**src/rtl/rf_wb_arbiter_if.sv**
```systemverilog
// Writeback bus between the two requesters, the arbiter and the register file port.
interface rf_wb_arbiter_if;
  logic        a_valid;
  logic        a_ready;
  logic [4:0]  a_waddr;
  logic [31:0] a_wdata;
  logic        b_valid;
  logic        b_ready;
  logic [4:0]  b_waddr;
  logic [31:0] b_wdata;
  logic [4:0]  rf_waddr;
  logic [31:0] rf_wdata;
  logic        rf_we;
  logic [31:0] pend_mask;

  modport master (
    output a_valid, a_waddr, a_wdata, b_valid, b_waddr, b_wdata,
    input  a_ready, b_ready, rf_waddr, rf_wdata, rf_we, pend_mask
  );

  modport slave (
    input  a_valid, a_waddr, a_wdata, b_valid, b_waddr, b_wdata,
    output a_ready, b_ready, rf_waddr, rf_wdata, rf_we, pend_mask
  );
endinterface

```
**src/rtl/rf_wb_arbiter.sv**
```systemverilog
// Two-requester register-file writeback arbiter: per-requester FIFOs,
// round-robin grant, registered output stage and a pending-write mask.
module rf_wb_arbiter #(
  parameter int DEPTH = 2
) (
  input  logic            clk,
  input  logic            reset_n,
  input  logic            flush,
  rf_wb_arbiter_if.slave  bus
);
  localparam int AW = (DEPTH > 1) ? $clog2(DEPTH) : 1;
  localparam logic [AW:0] FULL_CNT = (AW+1)'(DEPTH);

  typedef enum logic {GNT_A = 1'b0, GNT_B = 1'b1} gnt_e;

  // Index 0 is requester A, index 1 is requester B; entries are {waddr, wdata}.
  logic [36:0]   r_mem [2][DEPTH];
  logic [AW-1:0] r_wp [2];
  logic [AW-1:0] r_rp [2];
  logic [AW:0]   r_cnt [2];
  logic [AW:0]   w_cnt_nxt [2];
  logic [1:0]    r_rdy;
  logic [36:0]   w_in [2];
  logic [1:0]    w_push;
  logic [1:0]    w_grant;
  logic [1:0]    w_nonempty;
  logic [36:0]   w_head;
  gnt_e          r_last;
  gnt_e          w_last_nxt;
  logic          r_out_vld;
  logic          r_rf_we;
  logic [4:0]    r_out_waddr;
  logic [31:0]   r_out_wdata;
  logic [31:0]   w_pend;
  logic [AW-1:0] w_off;

  // Gather requester inputs and qualify pushes with the registered ready.
  always_comb begin
    w_in[0]    = {bus.a_waddr, bus.a_wdata};
    w_in[1]    = {bus.b_waddr, bus.b_wdata};
    w_push[0]  = bus.a_valid && r_rdy[0] && !flush;
    w_push[1]  = bus.b_valid && r_rdy[1] && !flush;
    w_nonempty = '0;
    for (int unsigned r = 0; r < 2; r++) begin
      w_nonempty[r] = (r_cnt[r] != '0);
    end
  end

  // Last-grant state register; reset leaves B as last so the first tie goes to A.
  always_ff @(posedge clk or negedge reset_n) begin
    if (!reset_n) r_last <= GNT_B;
    else          r_last <= w_last_nxt;
  end

  // Grant selection: sole non-empty FIFO wins, ties alternate away from last grant.
  always_comb begin
    w_grant    = '0;
    w_last_nxt = r_last;
    if (!flush) begin
      if (w_nonempty[0] && (!w_nonempty[1] || r_last == GNT_B)) begin
        w_grant[0] = 1'b1;
        w_last_nxt = GNT_A;
      end else if (w_nonempty[1]) begin
        w_grant[1] = 1'b1;
        w_last_nxt = GNT_B;
      end
    end
    w_head = w_grant[1] ? r_mem[1][r_rp[1]] : r_mem[0][r_rp[0]];
  end

  // Next occupancy per FIFO; a simultaneous push and pop leaves it unchanged.
  always_comb begin
    for (int unsigned r = 0; r < 2; r++) begin
      w_cnt_nxt[r] = r_cnt[r];
      unique case ({w_push[r], w_grant[r]})
        2'b10:   w_cnt_nxt[r] = r_cnt[r] + 1'b1;
        2'b01:   w_cnt_nxt[r] = r_cnt[r] - 1'b1;
        default: w_cnt_nxt[r] = r_cnt[r];
      endcase
      if (flush) w_cnt_nxt[r] = '0;
    end
  end

  // FIFO pointers, counts and registered ready (held low for one cycle after a flush).
  always_ff @(posedge clk or negedge reset_n) begin
    if (!reset_n) begin
      for (int unsigned r = 0; r < 2; r++) begin
        r_wp[r]  <= '0;
        r_rp[r]  <= '0;
        r_cnt[r] <= '0;
      end
      r_rdy <= '0;
    end else begin
      for (int unsigned r = 0; r < 2; r++) begin
        if (flush) begin
          r_wp[r] <= '0;
          r_rp[r] <= '0;
        end else begin
          if (w_push[r])  r_wp[r] <= r_wp[r] + 1'b1;
          if (w_grant[r]) r_rp[r] <= r_rp[r] + 1'b1;
        end
        r_cnt[r] <= w_cnt_nxt[r];
        r_rdy[r] <= !flush && (w_cnt_nxt[r] != FULL_CNT);
      end
    end
  end

  // FIFO storage; contents need no reset because occupancy gates every use.
  always_ff @(posedge clk) begin
    for (int unsigned r = 0; r < 2; r++) begin
      if (w_push[r]) r_mem[r][r_wp[r]] <= w_in[r];
    end
  end

  // Output stage: load the granted head; waddr 0 stages but never writes.
  always_ff @(posedge clk or negedge reset_n) begin
    if (!reset_n) begin
      r_out_vld   <= 1'b0;
      r_rf_we     <= 1'b0;
      r_out_waddr <= '0;
      r_out_wdata <= '0;
    end else if (w_grant != '0) begin
      r_out_vld   <= 1'b1;
      r_rf_we     <= (w_head[36:32] != '0);
      r_out_waddr <= w_head[36:32];
      r_out_wdata <= w_head[31:0];
    end else begin
      r_out_vld <= 1'b0;
      r_rf_we   <= 1'b0;
    end
  end

  // Pending mask over occupied FIFO slots plus the staged entry; bit 0 never set.
  always_comb begin
    w_pend = '0;
    w_off  = '0;
    for (int unsigned r = 0; r < 2; r++) begin
      for (int unsigned i = 0; i < DEPTH; i++) begin
        w_off = AW'(i) - r_rp[r];
        if ({1'b0, w_off} < r_cnt[r]) w_pend[r_mem[r][i][36:32]] = 1'b1;
      end
    end
    if (r_out_vld) w_pend[r_out_waddr] = 1'b1;
    w_pend[0] = 1'b0;
  end

  assign bus.a_ready   = r_rdy[0];
  assign bus.b_ready   = r_rdy[1];
  assign bus.rf_we     = r_rf_we;
  assign bus.rf_waddr  = r_out_waddr;
  assign bus.rf_wdata  = r_out_wdata;
  assign bus.pend_mask = w_pend;
endmodule

```
**src/flat_wrapper.sv**
```systemverilog
// flat-port wrapper written by rule: the top's interface ports become plain ports
module rf_wb_arbiter_flat 
#(
  parameter int DEPTH = 2
)
  (clk, reset_n, flush, bus_a_valid, bus_a_waddr, bus_a_wdata, bus_b_valid, bus_b_waddr, bus_b_wdata, bus_a_ready, bus_b_ready, bus_rf_waddr, bus_rf_wdata, bus_rf_we, bus_pend_mask);
  rf_wb_arbiter_if bus_i ();
  input  logic clk;
  input  logic reset_n;
  input  logic flush;
  input wire logic [$bits(bus_i.a_valid)-1:0] bus_a_valid;
  input wire logic [$bits(bus_i.a_waddr)-1:0] bus_a_waddr;
  input wire logic [$bits(bus_i.a_wdata)-1:0] bus_a_wdata;
  input wire logic [$bits(bus_i.b_valid)-1:0] bus_b_valid;
  input wire logic [$bits(bus_i.b_waddr)-1:0] bus_b_waddr;
  input wire logic [$bits(bus_i.b_wdata)-1:0] bus_b_wdata;
  output wire logic [$bits(bus_i.a_ready)-1:0] bus_a_ready;
  output wire logic [$bits(bus_i.b_ready)-1:0] bus_b_ready;
  output wire logic [$bits(bus_i.rf_waddr)-1:0] bus_rf_waddr;
  output wire logic [$bits(bus_i.rf_wdata)-1:0] bus_rf_wdata;
  output wire logic [$bits(bus_i.rf_we)-1:0] bus_rf_we;
  output wire logic [$bits(bus_i.pend_mask)-1:0] bus_pend_mask;
  assign bus_i.a_valid = bus_a_valid;
  assign bus_i.a_waddr = bus_a_waddr;
  assign bus_i.a_wdata = bus_a_wdata;
  assign bus_i.b_valid = bus_b_valid;
  assign bus_i.b_waddr = bus_b_waddr;
  assign bus_i.b_wdata = bus_b_wdata;
  assign bus_a_ready = bus_i.a_ready;
  assign bus_b_ready = bus_i.b_ready;
  assign bus_rf_waddr = bus_i.rf_waddr;
  assign bus_rf_wdata = bus_i.rf_wdata;
  assign bus_rf_we = bus_i.rf_we;
  assign bus_pend_mask = bus_i.pend_mask;
  rf_wb_arbiter #(.DEPTH(DEPTH)) u_core (.clk(clk), .reset_n(reset_n), .flush(flush), .bus(bus_i));
endmodule
```
**config.mk**
```make
export PLATFORM = sky130hd
export DESIGN_NAME = rf_wb_arbiter_flat
export DESIGN_NICKNAME = d
export VERILOG_FILES = /design/src/rtl/rf_wb_arbiter_if.sv /design/src/rtl/rf_wb_arbiter.sv /design/src/flat_wrapper.sv
export SDC_FILE = /design/constraint.sdc
export NUM_CORES = 1
export LEC_CHECK = 0
export BUFFER_PORTS_ARGS = -buffer_cell sky130_fd_sc_hd__buf_2
export CAP_MARGIN = 40
export CORE_MARGIN = 1
export CORE_UTILIZATION = 51
export DETAILED_ROUTE_END_ITERATION = 7
export GPL_TIMING_DRIVEN = 1
export PLACE_DENSITY = 0.76
export SLEW_MARGIN = 10
export SYNTH_ARGS = -nofsm -noshare
export SYNTH_HDL_FRONTEND = slang
export SYNTH_SLANG_ARGS = --single-unit
```
**constraint.sdc**
```tcl
create_clock -name clk -period 2.5 [get_ports clk]
set_clock_uncertainty 0.05 [all_clocks]
set_input_delay 0.5 -clock clk [delete_from_list [all_inputs] [get_ports clk]]
set_output_delay 0.5 -clock clk [all_outputs]
set_load 0.01 [all_outputs]
```
## Yosys cells after proc, flatten, opt, wreduce, memory -nomap -nowiden

Memories as Yosys holds them, arrays and structs flattened.
Index checks and enable logic that the tools add are counted.

| operators by class | value |
|---|---|
| add/subtract/negate cells | 12 |
| order comparisons | 20 |
| equal/unequal tests | 6 |
| mux-type cells | 50 |
| bitwise gates (word level) | 9 |
| reductions and logical operators | 27 |

Operator list:

| operator | count |
|---|---|
| $mux 37 | 9 |
| $mux 32 | 5 |
| $mux 74 | 2 |
| $or 32x32->32 | 4 |
| $demux 37 s1 | 2 |
| $lt 5x6->1 const B | 5 |
| $demux 1 s5 | 5 |
| $ge 5x1->1 const B | 5 |
| $mux 1 | 22 |
| $reduce_bool 2->1 | 8 |
| $logic_and 1x1->1 | 14 |
| $ge 2x2->1 const B | 4 |
| $lt 1x2->1 | 4 |
| $not 1->2 | 4 |
| $pmux 2 s2 | 2 |
| $mux 2 | 3 |
| $reduce_bool 5->1 | 1 |
| $add 1x1->1 const B | 4 |
| $add 2x1->2 const B | 2 |
| $eq 2x1->1 const B | 2 |
| $eq 2x2->1 const B | 2 |
| $lt 2x1->1 const B | 2 |
| $ne 2x2->1 const B | 2 |
| $sub 1x1->1 const A | 4 |
| 5 further kinds | 7 |

| storage, ports and cells | value |
|---|---|
| flip-flop bits (word level) | 50 |
| RAM bits | 148 |
| input port bits | 79 |
| output and inout port bits | 72 |
| word-level logic and storage cells | 137 |
| memories kept | 1 |

Memory list:

| memory | depth | bits a word | read ports | clocked after memory_dff | write ports | line | text |
|---|---|---|---|---|---|---|---|
| u_core.r_mem | 2 | 74 | 2 | 0 | 2 | rf_wb_arbiter.sv:17 | `logic [36:0] r_mem [2][DEPTH];` |

## Longest topological paths before layout

Gate-level depths: netlist of the first run.
An unclocked memory read counts as a cell.

| depth | value |
|---|---|
| depth in word-level cells | 14 |
| depth in mapped cells | 9 |

## Worst setup path before layout of the first run

OpenSTA, ideal clock, no wires.

| path | value |
|---|---|
| path kind | input to register |
| from | in bus_a_valid |
| to | mem u_core.r_mem[0][0] (netlist name), enable pin |
| arrival | 2,432 ps |
| slack | -413 ps |
| cell stages on the path | 3 |
| cell sequence | nand2_1 -> or2_2 -> nor2_1 |

RTL lines:

| item | line | text |
|---|---|---|
| from (decl) | flat_wrapper.sv:11 | `input wire logic [$bits(bus_i.a_valid)-1:0] bus_a_valid;` |
| to (decl) | rf_wb_arbiter.sv:17 |  |

==> results of run 1 <==
cells in the mapped netlist (4+ instances only):
cell / n
a211oi_1: 66
o22ai_1: 5
nor3b_1: 10
nand2_1: 63
edfxtp_1: 148
nor3_1: 11
and3b_1: 9
o21ai_2: 4
xnor2_1: 4
buf_2: 19
o221ai_1: 5
and3_1: 4
nor2_1: 33
xor2_1: 6
buf_6: 4
nand3_1: 29
o21ai_1: 6
clkbuf_1: 31
nand3b_1: 5
a32oi_1: 4
o21ai_0: 15
nor2b_1: 75
a22oi_1: 25
mux2i_1: 6
or3b_2: 4
o211ai_1: 13
inv_1: 10
or3_1: 8
dfrtp_1: 49
o31ai_1: 33
a221o_1: 6
sequential cells by signal, indices dropped and copies added, names as in the netlist:
register,count
u_core.r_last,1
u_core.r_rp,2
u_core.r_mem,148
u_core.r_wp,2
u_core.r_cnt,4
u_core.r_rdy,2
u_core.bus.rf_waddr,5
u_core.bus.rf_we,1
u_core.r_out_vld,1
u_core.bus.rf_wdata,32
path summary, 6_finish.rpt:
check | startpoint | to | slack, ns | depth (start not counted)
max in group asynchronous | reset_n | u_core.bus.rf_wdata[4] | 1.70 | 2
worst min-delay path | reset_n | u_core.bus.rf_wdata[23] | 0.09 | 1
min in group clk | bus_a_wdata[12] | u_core.r_mem[0][49] | 0.20 | 1
worst min register to register | u_core.bus.rf_wdata[21] | u_core.bus.rf_wdata[21] | 0.44 | 2
worst max-delay path | u_core.r_mem[0][146] | bus_pend_mask[15] | -0.04 | 4
worst max register to register | u_core.r_cnt[1] | u_core.r_cnt[1] | 0.19 | 8
layer usage:
| layer | part of all wire | wire length, um | vias to the layer above | track usage |
|---|---|---|---|---|
| li1 | - | - | 3245 | - |
| met1 | 0.41 | 9600 | 3394 | 0.324 |
| met2 | 0.50 | 11600 | 295 | 0.441 |
| met3 | 0.068 | 1590 | 48 | 0.0626 |
| met4 | 0.021 | 484 | 2 | 0.0685 |
| met5 | 0.00043 | 10 | - | 0 |
critical path, stage by stage (launching register included):
cell      delay, ns
edfxtp_1       0.57
and3b_2        0.32
a222oi_1       0.38
o211ai_1       0.13
buf_2          0.16
power groups by stage:
stage / Clock (W) / Sequential [W] / Combinational [W]
global route: 0.00293 / 0.00438 / 0.00289
global placement: 0 / 0.00438 / 0.00244
floorplan: 0 / 0.00436 / 0.00162
finish: 0.00275 / 0.00433 / 0.00264
CTS: 0.00279 / 0.00432 / 0.00261
detailed placement: 0 / 0.00438 / 0.00253
metrics by stage:
step / worst slack (ns) / cells / total power, W / hold WS, ns
detailed placement: 0.259 / 1101 / 0.00692 / 0.418
global route: -0.105 / 1173 / 0.0102 / 0.131
CTS: -0.0368 / 1157 / 0.00971 / 0.112
global placement: 0.294 / 1101 / 0.00682 / 0.406
floorplan: -0.413 / 762 / 0.00598 / 0.154
finish: -0.0418 / 1173 / 0.00972 / 0.0933
layout make-up:
cell class,instances,area [um^2],share of cell area
sequential,198,5710,0.503
antenna,1,2.50,0.000221
timing repair buffer,213,1310,0.115
clock inverter,15,191,0.0169
clock buffer,17,425,0.0375
inverter,11,43.8,0.00386
multi-input combinational,493,3390,0.299
tap,225,282,0.0248
kinds of logic after synthesis:
| kind of cell | after synthesis |
|---|---|
| AND/OR/NAND/NOR | 269 |
| other | 1 |
| AO/OA/AOI/OAI | 200 |
| flip-flops | 198 |
| adder cells (fa/ha/maj) | 2 |
| buffers and inverters | 71 |
| multiplexers | 11 |
| XOR/XNOR | 10 |
what timing repair did:
item,in CTS,in global routing
gates resized for setup,20,33
hold buffers,0,0
hold endpoints to repair,0,0
pin swaps,6,6
setup endpoints to repair,28,31
buffers inserted,24,15
==> impl_metrics.prom, run 1 <==
# TYPE chip_impl_metric gauge
chip_impl_metric{name="clkSinkCount",unit=""} 198
chip_impl_metric{name="floorplan.io_pins",unit=""} 151
chip_impl_metric{name="period_share",unit=""} 1.02
chip_impl_info{name="final_cell_mix",value="148 x buf_2, 148 x edfxtp_1, 73 x nor2b_1, 66 x a211oi_1, 62 x nand2_1"} 1
chip_impl_metric{name="grt_pass1_vias",unit=""} 6644
chip_impl_metric{name="gr-usage-all-layers",unit=""} 0.257
chip_impl_metric{name="static-leakage-power",unit="nW"} 4.42
chip_impl_metric{name="first_pass_grt_wire_length",unit="mm"} 35.4
chip_impl_metric{name="net-switching-power",unit="W"} 0.00336
chip_impl_metric{name="pwr-share-seq",unit=""} 0.446
chip_impl_info{name="combinational_family_with_the_most_area_after_synthesis",value="compound AO/OA/AOI/OAI gates"} 1
chip_impl_info{name="crit_path_end_kind",value="output pin"} 1
chip_impl_metric{name="max_clock_freq",unit="GHz"} 0.393
chip_impl_metric{name="synth_fp_nets",unit=""} 843
chip_impl_metric{name="p_sw_frac",unit=""} 0.345
chip_impl_metric{name="totalNegativeSetupSlack",unit="ns"} -0.114
chip_impl_info{name="violations",value="negative setup slack"} 1
chip_impl_metric{name="combPwrFrac",unit=""} 0.272
chip_impl_metric{name="die_area",unit="mm^2"} 0.0186
chip_impl_info{name="hold_class",value="in2async"} 1
chip_impl_metric{name="clockBufferDepth",unit=""} 2
chip_impl_metric{name="insertion_delay_to_the_later_sink_of_the_worst_skew_pair",unit="ns"} 0.43
chip_impl_metric{name="final_core_utilization",unit=""} 0.649
chip_impl_metric{name="final_antenna_net_count",unit=""} 0
chip_impl_info{name="synth-main-ff-cell",value="edfxtp_1"} 1
chip_impl_metric{name="syn-instance-count",unit=""} 762
chip_impl_info{name="worstSetupStartpointType",value="flip-flop"} 1
chip_impl_metric{name="final_hold_viol_count",unit=""} 0
chip_impl_metric{name="area_delta_synth_final",unit="%"} 23.2
chip_impl_metric{name="synth_mux_area_frac",unit=""} 0.0126
chip_impl_metric{name="yosys.area_share.simple",unit=""} 0.158
chip_impl_metric{name="powerDensity",unit="mW/mm^2"} 856
chip_impl_info{name="clock_tree_from_tritoncts",value="yes"} 1
chip_impl_metric{name="max_cap_viol_count",unit=""} 0
chip_impl_metric{name="synthDistinctLibCells",unit=""} 61
chip_impl_metric{name="vias",unit=""} 6984
chip_impl_metric{name="cts_clk_pin_slew_worst_paths",unit="ns"} 0.08
chip_impl_metric{name="async_reset_ff_frac",unit=""} 0.253
chip_impl_info{name="outcome",value="finished, violations left"} 1
chip_impl_metric{name="dp.final_hpwl",unit="mm"} 15.3
chip_impl_metric{name="critical_path_arrival",unit="ns"} 1.99
chip_impl_metric{name="floorplan.core_area",unit="mm^2"} 0.0175
chip_impl_metric{name="tritoncts.num_buffers",unit=""} 17
chip_impl_info{name="clockRootBuffer",value="clkbuf_16"} 1
chip_impl_metric{name="floorplan.initialDensity",unit=""} 0.527
chip_impl_metric{name="port-buffer-count",unit=""} 149
chip_impl_metric{name="period_minus_slack",unit="ns"} 2.54
chip_impl_metric{name="post_synth_xor_area_fraction",unit=""} 0.00951
chip_impl_metric{name="max-vdd-ir-drop",unit="V"} 0.000772
chip_impl_metric{name="postSynthRegisterBits",unit=""} 198
chip_impl_metric{name="final_weighted_congestion_in_routability_driven_placement",unit=""} 0.954
chip_impl_metric{name="share_clk_of_total_power",unit=""} 0.283
chip_impl_metric{name="synth_edf_count",unit=""} 148
chip_impl_metric{name="finalMaxSlewViolations",unit=""} 0
chip_impl_metric{name="crit_required",unit="ns"} 1.95
chip_impl_metric{name="layout-drive-gt1-share",unit=""} 0.323
chip_impl_metric{name="synth_compound_gate_area_share",unit=""} 0.162
chip_impl_metric{name="grt_antenna_before_repair",unit=""} 2
chip_impl_metric{name="rows",unit=""} 48
chip_impl_metric{name="seq_area_frac_synth",unit=""} 0.618
chip_impl_metric{name="grt_max_degree",unit=""} 74
chip_impl_metric{name="cts.htree.levels",unit=""} 4
chip_impl_metric{name="detailed_place.area",unit="mm^2"} 0.0102
chip_impl_info{name="rsz0062_at_grt",value="yes"} 1
chip_impl_metric{name="routed_wire_length_per_instance",unit="um"} 19.8
chip_impl_metric{name="drt_iter0_drc",unit=""} 682
chip_impl_metric{name="fin_area",unit="mm^2"} 0.0113
chip_impl_metric{name="setup_ws",unit="ns"} -0.0418
chip_impl_metric{name="fp.dieW",unit="um"} 136
chip_impl_metric{name="critical_path_peak_fanout",unit=""} 9
chip_impl_metric{name="post_drt_via_cell_ratio",unit=""} 5.95
chip_impl_metric{name="die_height",unit="um"} 136
chip_impl_metric{name="globalRouteOverflowTotal",unit=""} 0
chip_impl_info{name="worstSetupPathType",value="reg2out"} 1
chip_impl_metric{name="setup_viol_count_final",unit=""} 5
chip_impl_metric{name="routed_wirelength",unit="mm"} 23.3
chip_impl_metric{name="num-nets-final",unit=""} 1015
chip_impl_metric{name="post-synth-top-area-fraction",unit=""} 0.482
chip_impl_metric{name="synth_fa_ha_area_frac",unit=""} 0.00272
chip_impl_info{name="netlist.top_cell.by_area",value="edfxtp_1"} 1
chip_impl_metric{name="drt_pass1_iterations",unit=""} 6
chip_impl_metric{name="fillCellCount",unit=""} 1329
chip_impl_metric{name="mappedNetlistArea",unit="mm^2"} 0.00921
chip_impl_metric{name="timing.max_slew.rel_slack",unit=""} 0.475
chip_impl_info{name="yosys-top-cells-area",value="edfxtp_1 48%, dfrtp_1 13%, a211oi_1 5.4%"} 1
chip_impl_metric{name="p_int",unit="W"} 0.00636
chip_impl_metric{name="remaining_drc_errors",unit=""} 0
chip_impl_metric{name="synthesis.area_per_instance",unit="um^2"} 12.1
chip_impl_metric{name="worst_slew_pin_slew",unit="ns"} 0.787
chip_impl_metric{name="yosys_warnings",unit=""} 0
Note: power is estimated with default switching activity, not from simulation.
==> inputs of run 2 (changes only) <==
- TNS_END_PERCENT: default -> 10
==> run 2 against run 1 <==
Compared with the run above:
- the flow still finishes with violations (negative setup slack)
- global-route usage shrank 0.31 points
- utilization shrank 0.34 points
- combinational power is essentially flat
- first-iteration DRC count grew 1.5%
- sequential cell count is the same
- via count grew 0.10%
- count of clock-buffer cells in the layout is the same
- worst hold slack gained 0.0011 ns
- power is essentially flat
- critical path depth is the same
- final area shrank 0.52%
- critical endpoint unchanged
- highest routed layer unchanged
==> impl_metrics.prom, run 2 (synthesis results as in run 1) <==
# TYPE chip_impl_metric gauge
chip_impl_info{name="outcome",value="finished, violations left"} 1
chip_impl_info{name="violations",value="negative setup slack"} 1
chip_impl_info{name="timing.critical_path.max_delay_family",value="flip-flops"} 1
chip_impl_metric{name="cts.htree.levels",unit=""} 4
chip_impl_metric{name="critical_path_peak_fanout",unit=""} 9
chip_impl_metric{name="worst_slew_pin_slew",unit="ns"} 0.803
chip_impl_metric{name="dp.final_hpwl",unit="mm"} 15.3
chip_impl_info{name="mostFrequentLayoutCell",value="buf_2"} 1
chip_impl_metric{name="totalNegativeSetupSlack",unit="ns"} -0.113
chip_impl_metric{name="rows",unit=""} 48
chip_impl_metric{name="cts_clk_pin_slew_worst_paths",unit="ns"} 0.08
chip_impl_info{name="critical-path-slowest-cell",value="edfxtp_1"} 1
chip_impl_metric{name="max_clock_freq",unit="GHz"} 0.394
chip_impl_metric{name="max_reg_flops",unit=""} 148
chip_impl_metric{name="grt_antenna_before_repair",unit=""} 2
chip_impl_metric{name="area_delta_synth_final",unit="%"} 22.5
chip_impl_metric{name="instances_no_fill",unit=""} 1168
chip_impl_metric{name="cpPeakStageDelay",unit="ns"} 0.55
chip_impl_metric{name="critical_path_arrival",unit="ns"} 1.99
chip_impl_metric{name="finalPower",unit="W"} 0.00972
chip_impl_info{name="clockRootBuffer",value="clkbuf_16"} 1
chip_impl_metric{name="timing.max_slew.rel_slack",unit=""} 0.465
chip_impl_metric{name="vias",unit=""} 6991
chip_impl_metric{name="fillCellCount",unit=""} 1343
chip_impl_metric{name="dp_slack",unit="ns"} 0.259
chip_impl_metric{name="insertion_delay_to_the_later_sink_of_the_worst_skew_pair",unit="ns"} 0.42
chip_impl_info{name="crit_path_end_kind",value="output pin"} 1
chip_impl_metric{name="setup_ws",unit="ns"} -0.0380
chip_impl_metric{name="floorplan.io_pins",unit=""} 151
chip_impl_metric{name="max_cap_viol_count",unit=""} 0
chip_impl_metric{name="final_antenna_net_count",unit=""} 0
chip_impl_metric{name="die_area",unit="mm^2"} 0.0186
chip_impl_metric{name="layout-drive-gt1-share",unit=""} 0.317
chip_impl_metric{name="powerDensity",unit="mW/mm^2"} 861
chip_impl_metric{name="remaining_drc_errors",unit=""} 0
chip_impl_info{name="clock_tree_from_tritoncts",value="yes"} 1
chip_impl_metric{name="drt_pass1_iterations",unit=""} 5
chip_impl_metric{name="combPwrFrac",unit=""} 0.272
chip_impl_info{name="reg2reg_to",value="u_core.r_cnt[1]"} 1
chip_impl_metric{name="port-buffer-count",unit=""} 149
chip_impl_metric{name="p_int",unit="W"} 0.00637
chip_impl_metric{name="globalRouteOverflowTotal",unit=""} 0
chip_impl_metric{name="num-nets-final",unit=""} 1010
chip_impl_metric{name="max-vdd-ir-drop",unit="V"} 0.000766
chip_impl_metric{name="clockBufferDepth",unit=""} 2
chip_impl_metric{name="floorplan.initialDensity",unit=""} 0.527
chip_impl_metric{name="routed_wirelength",unit="mm"} 23.1
chip_impl_info{name="rsz0062_at_grt",value="yes"} 1
chip_impl_metric{name="period_share",unit=""} 1.02
chip_impl_metric{name="floorplan.core_area",unit="mm^2"} 0.0175
chip_impl_info{name="worstSetupStartpointType",value="flip-flop"} 1
chip_impl_metric{name="drt_iter0_drc",unit=""} 692
chip_impl_metric{name="fp.dieW",unit="um"} 136
chip_impl_metric{name="share_clk_of_total_power",unit=""} 0.283
chip_impl_info{name="worstSetupPathType",value="reg2out"} 1
chip_impl_metric{name="die_height",unit="um"} 136
chip_impl_info{name="r2r_start",value="u_core.r_cnt[1]"} 1
chip_impl_metric{name="static-leakage-power",unit="nW"} 4.39
chip_impl_metric{name="grt_max_degree",unit=""} 74
chip_impl_metric{name="clkSinkCount",unit=""} 198
chip_impl_metric{name="first_pass_grt_wire_length",unit="mm"} 35.0
chip_impl_metric{name="crit_required",unit="ns"} 1.95
chip_impl_metric{name="final_weighted_congestion_in_routability_driven_placement",unit=""} 0.954
chip_impl_metric{name="cp_num_buf_inv",unit=""} 1
chip_impl_metric{name="timing.reg2reg.setup_slack",unit="ns"} 0.39
chip_impl_metric{name="pwr-share-seq",unit=""} 0.445
chip_impl_metric{name="place.detailed.instances",unit=""} 1101
chip_impl_metric{name="net-switching-power",unit="W"} 0.00335
chip_impl_info{name="final_cell_mix",value="149 x buf_2, 148 x edfxtp_1, 75 x nor2b_1, 66 x a211oi_1, 61 x nand2_1"} 1
chip_impl_metric{name="gr-usage-all-layers",unit=""} 0.254
chip_impl_info{name="critical_path.cell_chain",value="and3b_2 -> a222oi_1 -> o211ai_1 -> buf_2"} 1
chip_impl_metric{name="routed_wire_length_per_instance",unit="um"} 19.7
chip_impl_metric{name="p_sw_frac",unit=""} 0.345
chip_impl_info{name="hold_class",value="in2async"} 1
chip_impl_metric{name="final_hold_viol_count",unit=""} 0
chip_impl_metric{name="grt_pass1_vias",unit=""} 6569
chip_impl_metric{name="period_minus_slack",unit="ns"} 2.54
chip_impl_metric{name="post_drt_via_cell_ratio",unit=""} 5.99
chip_impl_metric{name="final_core_utilization",unit=""} 0.646
chip_impl_metric{name="finalMaxSlewViolations",unit=""} 0
chip_impl_metric{name="worst_r2r_path_depth",unit=""} 7
chip_impl_metric{name="setup_viol_count_final",unit=""} 6
chip_impl_metric{name="tritoncts.num_buffers",unit=""} 17
==> run 2: cell types whose count changed in the layout (fill, tap and decap cells not counted), moves of 2 or more <==
cell / previous run / this run
buf_4: 53 / 48
a22oi_1: 20 / 23
a22oi_2: 5 / 2
nor2b_1: 73 / 75
==> run 2: worst max-delay path by stage <==
stage	depth (start not counted)	to	slack (ns)	start
after global routing	5	bus_pend_mask[6]	-0.09	u_core.r_mem[0][35]
after global placement	5	bus_pend_mask[6]	0.29	u_core.r_cnt[2]
after detailed placement	5	bus_pend_mask[26]	0.26	u_core.r_cnt[2]
after floorplan	3	u_core.r_mem[0][0]	-0.41	bus_a_valid
after CTS	5	bus_pend_mask[22]	-0.06	u_core.r_cnt[0]
final	4	bus_pend_mask[15]	-0.04	u_core.r_mem[0][146]
==> run 2: power groups by stage <==
stage,combinational (W),sequential [W],clock [W]
5_1_grt,0.00290,0.00438,0.00293
3_3_place_gp,0.00244,0.00438,0
3_5_place_dp,0.00253,0.00438,0
2_1_floorplan,0.00162,0.00436,0
4_1_cts,0.00259,0.00432,0.00279
6_report,0.00265,0.00433,0.00275
==> run 2: final cells by class <==
type,count,area (um^2),area share
well taps,225,282,0.0249
diodes,1,2.50,0.000222
inverters,11,43.8,0.00388
repair buffers,208,1270,0.112
multi-input cells,493,3370,0.299
clock buffers,17,425,0.0377
flip-flops and latches,198,5700,0.505
clock inverters,15,191,0.0170
==> run 2: per-stage QoR <==
step | area [um^2] | hold slack (ns)
after floorplan | 9210 | 0.154
after global placement | 10200 | 0.406
after detailed placement | 10200 | 0.418
after CTS | 11000 | 0.112
after global routing | 11300 | 0.131
final | 11300 | 0.0944
==> run 2: metal layers <==
metal	global-route usage	vias up	part of all wire
li1	-	3234	-
met1	0.324	3398	0.42
met2	0.433	313	0.49
met3	0.0589	44	0.066
met4	0.0685	2	0.018
met5	0	-	0.00043
==> run 2: repair_timing <==
action                                  CTS  global route
hold endpoints to repair                  0             0
resized for setup                        17            33
setup buffers                            15            19
hold buffers                              0             0
pin swaps                                 1            10
endpoints found under the setup margin   28            31
cloned                                    0             0
==> inputs of run 3 (changes only) <==
- CELL_PAD_IN_SITES_DETAIL_PLACEMENT: default -> 0
- CELL_PAD_IN_SITES_GLOBAL_PLACEMENT: default -> 2
- CORE_UTILIZATION: 51 -> 34
- PLACE_DENSITY: 0.76 -> default
- PLACE_DENSITY_LB_ADDON: default -> 0.1
==> run 3 against run 2 <==
Compared with the run above:
- the flow finishes with violations (design-rule violations, negative setup slack)
- clock power up 7.3%
- sequential cell count stayed put
- sequential power about the same
- non-clock buffer count grew 7
- die area grew 49%
- global-route usage decreased by 5.8 points
- highest routed layer unchanged
- critical path depth rose by 1
- maximum frequency down 1.1%
==> impl_metrics.prom, run 3 (synthesis results as in run 1) <==
# TYPE chip_impl_metric gauge
chip_impl_metric{name="clkSinkCount",unit=""} 198
chip_impl_metric{name="area_delta_synth_final",unit="%"} 24.6
chip_impl_info{name="hold_class",value="in2reg"} 1
chip_impl_info{name="rsz0062_at_grt",value="yes"} 1
chip_impl_metric{name="port-buffer-count",unit=""} 149
chip_impl_metric{name="grt_pass1_vias",unit=""} 6898
chip_impl_metric{name="cts.htree.levels",unit=""} 4
chip_impl_metric{name="detailed_place.area",unit="mm^2"} 0.0105
chip_impl_info{name="worstSetupStartpointType",value="flip-flop"} 1
chip_impl_metric{name="finalMaxSlewViolations",unit=""} 0
chip_impl_metric{name="grt_antenna_before_repair",unit=""} 6
chip_impl_metric{name="cts_clk_pin_slew_worst_paths",unit="ns"} 0.09
chip_impl_metric{name="critical_path_arrival",unit="ns"} 2.02
chip_impl_metric{name="drt_iter0_drc",unit=""} 694
chip_impl_metric{name="crit_required",unit="ns"} 1.95
chip_impl_metric{name="drt_pass1_iterations",unit=""} 8
chip_impl_metric{name="rows",unit=""} 59
chip_impl_metric{name="dp_slack",unit="ns"} 0.274
chip_impl_metric{name="instances_no_fill",unit=""} 1286
chip_impl_info{name="critical-path-slowest-cell",value="edfxtp_1"} 1
chip_impl_metric{name="vias",unit=""} 6895
chip_impl_metric{name="max_cap_viol_count",unit=""} 0
chip_impl_metric{name="tritoncts.num_buffers",unit=""} 17
chip_impl_metric{name="num-nets-final",unit=""} 1017
chip_impl_metric{name="static-leakage-power",unit="nW"} 4.42
chip_impl_metric{name="place.detailed.instances",unit=""} 1227
chip_impl_metric{name="globalRouteOverflowTotal",unit=""} 0
chip_impl_info{name="violations",value="design-rule violations, negative setup slack"} 1
chip_impl_metric{name="powerDensity",unit="mW/mm^2"} 875
chip_impl_metric{name="critical_path_peak_fanout",unit=""} 7
chip_impl_metric{name="final_hold_viol_count",unit=""} 0
chip_impl_metric{name="clockBufferDepth",unit=""} 2
chip_impl_metric{name="routed_wire_length_per_instance",unit="um"} 20.7
chip_impl_info{name="mostFrequentLayoutCell",value="buf_2"} 1
chip_impl_metric{name="max_reg_flops",unit=""} 148
chip_impl_metric{name="floorplan.core_area",unit="mm^2"} 0.0264
chip_impl_info{name="crit_path_end_kind",value="output pin"} 1
chip_impl_metric{name="die_height",unit="um"} 167
chip_impl_metric{name="period_share",unit=""} 1.03
chip_impl_info{name="final_cell_mix",value="149 x buf_2, 148 x edfxtp_1, 73 x nor2b_1, 66 x a211oi_1, 62 x nand2_1"} 1
chip_impl_metric{name="max_clock_freq",unit="GHz"} 0.390
chip_impl_info{name="clock_tree_from_tritoncts",value="yes"} 1
chip_impl_metric{name="cpPeakStageDelay",unit="ns"} 0.51
chip_impl_info{name="outcome",value="finished, violations left"} 1
chip_impl_metric{name="final_core_utilization",unit=""} 0.436
chip_impl_metric{name="timing.max_slew.rel_slack",unit=""} 0.645
chip_impl_metric{name="remaining_drc_errors",unit=""} 10
chip_impl_metric{name="insertion_delay_to_the_later_sink_of_the_worst_skew_pair",unit="ns"} 0.43
chip_impl_metric{name="floorplan.io_pins",unit=""} 151
chip_impl_metric{name="layout-drive-gt1-share",unit=""} 0.316
chip_impl_metric{name="max-vdd-ir-drop",unit="V"} 0.000495
chip_impl_metric{name="dp.final_hpwl",unit="mm"} 18.5
chip_impl_metric{name="setup_ws",unit="ns"} -0.0656
chip_impl_metric{name="grt_max_degree",unit=""} 52
chip_impl_metric{name="period_minus_slack",unit="ns"} 2.57
chip_impl_metric{name="die_area",unit="mm^2"} 0.0278
chip_impl_info{name="clockRootBuffer",value="clkbuf_16"} 1
chip_impl_metric{name="floorplan.initialDensity",unit=""} 0.350
chip_impl_metric{name="post_drt_via_cell_ratio",unit=""} 5.36
chip_impl_metric{name="worst_slew_pin_slew",unit="ns"} 0.532
chip_impl_metric{name="first_pass_grt_wire_length",unit="mm"} 41.1
chip_impl_metric{name="fin_area",unit="mm^2"} 0.0115
chip_impl_metric{name="fp.dieW",unit="um"} 167
chip_impl_info{name="critical_path.cell_chain",value="buf_4 -> or3b_4 -> o22a_1 -> o211ai_1 -> buf_2"} 1
chip_impl_metric{name="final_antenna_net_count",unit=""} 0
chip_impl_metric{name="routed_wirelength",unit="mm"} 26.6
chip_impl_info{name="worstSetupPathType",value="reg2out"} 1
chip_impl_metric{name="setup_viol_count_final",unit=""} 17
chip_impl_metric{name="hold-worst-slack",unit="ns"} 0.195
chip_impl_metric{name="final_weighted_congestion_in_routability_driven_placement",unit=""} 0.863
chip_impl_metric{name="gr-usage-all-layers",unit=""} 0.196
-- run 3: layout make-up --
class / count / area [um^2]
fillers: 2433 / 14900
repair buffers: 215 / 1320
clock inverters: 15 / 230
flip-flops and latches: 198 / 5710
multi-input cells: 493 / 3330
well taps: 335 / 419
inverters: 11 / 43.8
clock buffers: 17 / 425
diodes: 2 / 5.00
-- run 3: path summary, 6_finish.rpt --
check | to | from | cells after the start | slack [ns]
max | bus_pend_mask[4] | u_core.r_mem[0][72] | 5 | -0.07
min | u_core.r_mem[0][128] | bus_b_wdata[17] | 1 | 0.20
max reg2reg | u_core.r_cnt[3] | u_core.r_cnt[3] | 7 | 0.37
min reg2reg | u_core.bus.rf_wdata[2] | u_core.bus.rf_wdata[2] | 2 | 0.43
max in group asynchronous | u_core.r_last | reset_n | 3 | 1.25
min in group asynchronous | u_core.bus.rf_wdata[19] | reset_n | 2 | 0.47
-- run 3: report_power, final --
group / leakage [nW] / internal, W / switching (W)
logic: 2.14 / 0.00106 / 0.00168
registers: 1.96 / 0.00397 / 0.000378
clock network: 0.316 / 0.00151 / 0.00145
total: 4.42 / 0.00654 / 0.00350
-- run 3: worst max-delay path, delay by kind of cell, from the launching register on --
kind / cells / cell delay, ns
AOI/OAI and AO/OA: 2 / 0.30
DFF: 1 / 0.51
and+or+nand+nor: 1 / 0.43
buffers and inverters: 2 / 0.36
-- run 3: through the flow --
stage | power (W) | TNS (ns)
2_1_floorplan | 0.00598 | -61.17
3_3_place_gp | 0.00704 | 0
3_5_place_dp | 0.00708 | 0
4_1_cts | 0.0101 | -0.770
5_1_grt | 0.0106 | -2.34
6_report | 0.0100 | -0.433
-- run 3: timing repair --
item                                   in CTS  in global routing
hold buffers                                1                  0
resized for setup                          30                 11
setup buffers                              15                  9
pin swaps                                  12                  9
endpoints found under the hold margin      13                  0
setup endpoints to repair                  31                 31
-- run 3: metal layers --
| layer | routed length (um) | global-route usage | share of wire | up-vias |
|---|---|---|---|---|
| met5 | 55 | 0 | 0.0021 | - |
| met4 | 451 | 0.0588 | 0.017 | 8 |
| met3 | 1600 | 0.0518 | 0.060 | 38 |
| met2 | 13300 | 0.337 | 0.50 | 221 |
| met1 | 11200 | 0.240 | 0.42 | 3375 |
| li1 | - | - | - | 3253 |
